[src/rtl/reset_sequencer.sv]
// rtl/reset_sequencer.sv - ordered multi-stage reset release with optional per-stage ack, timeout and retry
module reset_sequencer #(
  parameter int unsigned Clk_Frequency  = 50_000_000,
  parameter int unsigned Num_Stages     = 4,
  parameter int unsigned Stage_Delay_us = 1000,
  parameter int unsigned Sync_Stages    = 2,
  parameter int unsigned Wait_Ack       = 0,
  parameter int unsigned Timeout_us     = 10000
) (
  input  logic                                ipClk,
  input  logic                                ipReset,
  input  logic                                ipSoftReset,
  input  logic [Num_Stages-1:0]               ipAck,
  output logic [Num_Stages-1:0]               opReset,
  output logic [$clog2(Num_Stages+1)-1:0]     opStage,
  output logic                                opDone,
  output logic                                opTimeout
);

  localparam int StW = $clog2(Num_Stages + 1);

  localparam logic [63:0] DelayRaw      = 64'(Clk_Frequency) * 64'(Stage_Delay_us) / 64'd1000000;
  localparam logic [63:0] TimeoutRaw    = 64'(Clk_Frequency) * 64'(Timeout_us) / 64'd1000000;
  localparam logic [63:0] DelayCycles   = (DelayRaw == 64'd0) ? 64'd1 : DelayRaw;
  localparam logic [63:0] TimeoutCycles = (TimeoutRaw == 64'd0) ? 64'd1 : TimeoutRaw;
  localparam logic [63:0] MaxCycles     = (DelayCycles > TimeoutCycles) ? DelayCycles : TimeoutCycles;
  localparam int          CntW          = $clog2(MaxCycles + 64'd1);

  localparam logic [CntW-1:0] DelayLast   = CntW'(DelayCycles - 64'd1);
  localparam logic [CntW-1:0] TimeoutLast = CntW'(TimeoutCycles - 64'd1);
  localparam logic [StW-1:0]  LastStage   = StW'(Num_Stages - 1);
  localparam logic [StW-1:0]  AllStages   = StW'(Num_Stages);

  typedef enum logic [1:0] {sReset, sDelay, sWaitAck, sDone} stateT;

  stateT                  state;
  logic [CntW-1:0]        count;
  logic [Sync_Stages-1:0] rstPipe;
  logic [Num_Stages-1:0]  ackMeta;
  logic [Num_Stages-1:0]  ackSync;
  logic [Num_Stages-1:0]  stageMask;
  logic                   ackHit;
  logic                   isLast;

  assign stageMask = Num_Stages'(1) << opStage;
  assign ackHit    = |(ackSync & stageMask);
  assign isLast    = (opStage == LastStage);

  always_ff @(posedge ipClk or negedge ipReset) begin
    if (!ipReset) begin
      rstPipe <= '0;
      ackMeta <= '0;
      ackSync <= '0;
    end else begin
      rstPipe <= {rstPipe[Sync_Stages-2:0], 1'b1};
      ackMeta <= ipAck;
      ackSync <= ackMeta;
    end
  end

  // sReset behaves as DELAY(0) at count 0, so stage 0 counts from the first released edge
  always_ff @(posedge ipClk or negedge ipReset) begin
    if (!ipReset) begin
      state     <= sReset;
      count     <= '0;
      opReset   <= '1;
      opStage   <= '0;
      opDone    <= 1'b0;
      opTimeout <= 1'b0;
    end else if (!rstPipe[Sync_Stages-1] || ipSoftReset) begin
      state   <= rstPipe[Sync_Stages-1] ? sDelay : sReset;
      count   <= '0;
      opReset <= '1;
      opStage <= '0;
      opDone  <= 1'b0;
    end else begin
      case (state)
        sReset, sDelay: begin
          if (count == DelayLast) begin
            opReset <= opReset & ~stageMask;
            count   <= '0;
            if (Wait_Ack != 0) begin
              state <= sWaitAck;
            end else if (isLast) begin
              state   <= sDone;
              opStage <= AllStages;
              opDone  <= 1'b1;
            end else begin
              state   <= sDelay;
              opStage <= opStage + StW'(1);
            end
          end else begin
            count <= count + CntW'(1);
          end
        end
        sWaitAck: begin
          if (ackHit) begin
            count <= '0;
            if (isLast) begin
              state   <= sDone;
              opStage <= AllStages;
              opDone  <= 1'b1;
            end else begin
              state   <= sDelay;
              opStage <= opStage + StW'(1);
            end
          end else if (count == TimeoutLast) begin
            state     <= sDelay;
            count     <= '0;
            opReset   <= '1;
            opStage   <= '0;
            opTimeout <= 1'b1;
          end else begin
            count <= count + CntW'(1);
          end
        end
        sDone: begin
          count <= '0;
        end
        default: begin
          state <= sReset;
          count <= '0;
        end
      endcase
    end
  end

endmodule
[config.mk]
export PLATFORM = sky130hd
export DESIGN_NAME = reset_sequencer
export DESIGN_NICKNAME = d
export VERILOG_FILES = /design/src/rtl/reset_sequencer.sv
export SDC_FILE = /design/constraint.sdc
export NUM_CORES = 1
export LEC_CHECK = 0
export CAP_MARGIN = 10
export CORE_MARGIN = 2
export CORE_UTILIZATION = 40
export CTS_CLUSTER_DIAMETER = 30
export DETAILED_ROUTE_END_ITERATION = 6
export PLACE_DENSITY = 0.61
export SLEW_MARGIN = 20
export SYNTH_ARGS = -nofsm -noshare
export SYNTH_HDL_FRONTEND = slang
export SYNTH_SLANG_ARGS = --single-unit
[constraint.sdc]
create_clock -name ipClk -period 6.55 [get_ports ipClk]
set_input_delay 0.655 -clock ipClk [delete_from_list [all_inputs] [get_ports ipClk]]
set_output_delay 0.655 -clock ipClk [all_outputs]
set_load 0.01 [all_outputs]
==> metrics <==
status finished, final reports clean; relative slew slack 0.425; main flop type after synthesis dfrtp_1; top cells by area, synth dfrtp_1 (48%), dfstp_2 (5.6%), nor2_1 (5.2%), xnor2_1 (5.2%), ha_1 (4.0%); worst slew pin tran 0.863 ns; CP Class reg -> reg; share of layout cells above drive strength 1 0.103; Leak 0.859 nW; post-synthesis cell area 1860 um^2; FMAX 0.398 GHz; syn avg cell area 10.7 um^2; Max Cap Viol 0; worst-path cell chain ha_1, nand4_2, or4b_1, o31ai_2, a211o_1, nor2_1; Final setup viols 0; core area 4410 um^2; Worst VDD drop 0.0000883 V; Worst-Skew Late Latency 0.30 ns; flops & latches, synth 40; critical path's slowest cell a211o_1; clk_skew 0.00908 ns; Placer Congestion 0.835; Pre-antenna DRT Iters 4; initial drt markers 74; number of synthesized flops with an enable pin 0; Num CTS Buffers 5; Hold Vio Cnt, Final 0; Yosys top cell by area dfrtp_1; clock buffer depth 2; Buf+Inv Stages, Crit Path 0; TritonCTS clock tree done; Setup crit start kind register; GR Overflow Total 0; share of the synthesized area in the top cell type 0.483; Seq/Total Area, Yosys 0.540; unrepaired setup endpoints after global routing false; crit end category register; Die Y 72.3 um; fin util 0.488; initial antenna violation count 0; largest net degree at the start of global routing 41; Async SR Flop Fraction 1.00; cell count after synthesis 174; Nets 206; Hold WC Path Type reg -> reg; total die area 5220 um^2; cts hold-fix bufs 0; final WL 3480 um; CTS Sinks 40; ANT cells 0; Avg Vias per Cell 5.39; clk root buf clkbuf_8; CTS resizes 0; GRT Util Overall 0.150; Area Overhead vs Synth 15.6%; Chip Width 72.3 um; worst hold margin 0.353 ns; worst-path maximum fanout 19; minimum clock period 2.51 ns; post-synth cell types 44; CP arrival 2.67 ns; FP Rows 24; Avg WL per Cell 14.1 um; clock slew at reported path FFs 0.08 ns; CP required 6.71 ns; first-pass GRT wire length 6040 um; YS warnings 0; critical path's largest stage delay 0.57 ns; setup repair bufs after CTS 0; PwrDens 224 nW/um^2; R2R Setup Slk 4.04 ns; via count 1325; DRC 0; vias in the first global route 1369; Ports 16; post-route setup TNS 0 ns; Tot Pwr 0.484 mW; syn nets 187; Slew Limit Fails 0; final critical-path share of the clock period 0.383; Max H-tree Level 2; delay-heaviest family, CP compound AO/OA/AOI/OAI gates; Routed Antenna Nets 0; dpl hpwl 2460 um; starting density of the core 0.422; # port buffers 15
-- Yosys cell counts, drive strengths merged (3+ instances only) --
cell type / instances
inv: 6
nor4b: 3
a21o: 4
xor2: 6
xnor2: 11
nand4: 6
o21ai: 4
ha: 6
dfstp: 4
nor4: 4
nor2: 26
nor3: 6
and3: 3
nand3: 8
nand2: 14
dfrtp: 36
-- cell families (layout without fill, tap and decap cells) --
group,Yosys count,count (layout),share of synthesized area
AO/OA/AOI/OAI,20,20,0.0812
buffers and inverters,9,29,0.0309
AND/OR/NAND/NOR,81,81,0.226
XOR/XNOR,17,17,0.0799
other,1,1,0.00201
flip-flops,40,40,0.540
adder cells (fa/ha/maj),6,6,0.0403
-- through the flow --
stage / setup WS (ns) / instance area (um^2) / cells
floorplan: 4.44 / 1860 / 174
global placement: 4.13 / 2040 / 238
detailed placement: 4.00 / 2040 / 238
CTS: 4.00 / 2160 / 246
global route: 3.78 / 2160 / 246
finish: 4.04 / 2160 / 246
-- cells in the final DEF, fill, tap and decap left out, types with 2 or more instances in the layout --
cell type         n
o21ai_0           3
inv_1             6
dfstp_2           4
nor2_1           26
clkdlybuf4s50_1  14
a21o_1            4
xnor2_1          11
xor2_1            6
nand4_1           5
clkinv_4          2
a22o_1            2
nor4_1            4
dfrtp_1          36
clkbuf_8          5
and3_1            3
ha_1              6
nand2_1          14
nor4b_1           3
nand3_1           8
nor3_1            6
-- layer usage --
layer  wire [um]  vias to the layer above  track usage  share of wire
met1        1550                      642        0.173           0.44
li1            -                      643            -              -
met4         127                        0       0.0964          0.037
met2        1690                       28        0.252           0.48
met5           0                        -            0              0
met3         117                       12       0.0347          0.034
-- worst paths after layout --
path / from / to / cells after the start
min in group asynchronous: ipReset / opStage[1]$_DFFE_PN0P_ / 1
max reg2reg: count[0]$_DFF_PN0_ / count[3]$_DFF_PN0_ / 6
max in group asynchronous: ipReset / count[1]$_DFF_PN0_ / 1
min reg2reg: ackMeta[3]$_DFF_PN0_ / ackSync[3]$_DFF_PN0_ / 0
min: ackMeta[3]$_DFF_PN0_ / ackSync[3]$_DFF_PN0_ / 0
max: count[0]$_DFF_PN0_ / count[3]$_DFF_PN0_ / 6
-- flip-flops by register name, summed over array words and instances (netlist names) --
register   count
ackMeta        4
state          2
opReset        4
opStage        3
opTimeout      1
count         19
rstPipe        2
ackSync        4
opDone         1
-- report_power, final --
| part | internal [mW] | switching, mW | leakage, nW |
|---|---|---|---|
| logic | 0.00873 | 0.0135 | 0.288 |
| registers | 0.252 | 0.00321 | 0.513 |
| clock network | 0.115 | 0.0919 | 0.0583 |
| total | 0.375 | 0.109 | 0.859 |
-- cell type report --
class	instances	area [um^2]
timing repair buffer	15	145
tap	52	65.1
fill	395	2260
inverter	6	22.5
multi-input combinational	125	801
sequential	40	1010
clock inverter	3	47.5
clock buffer	5	68.8
Note: power is estimated with default switching activity, not from simulation.
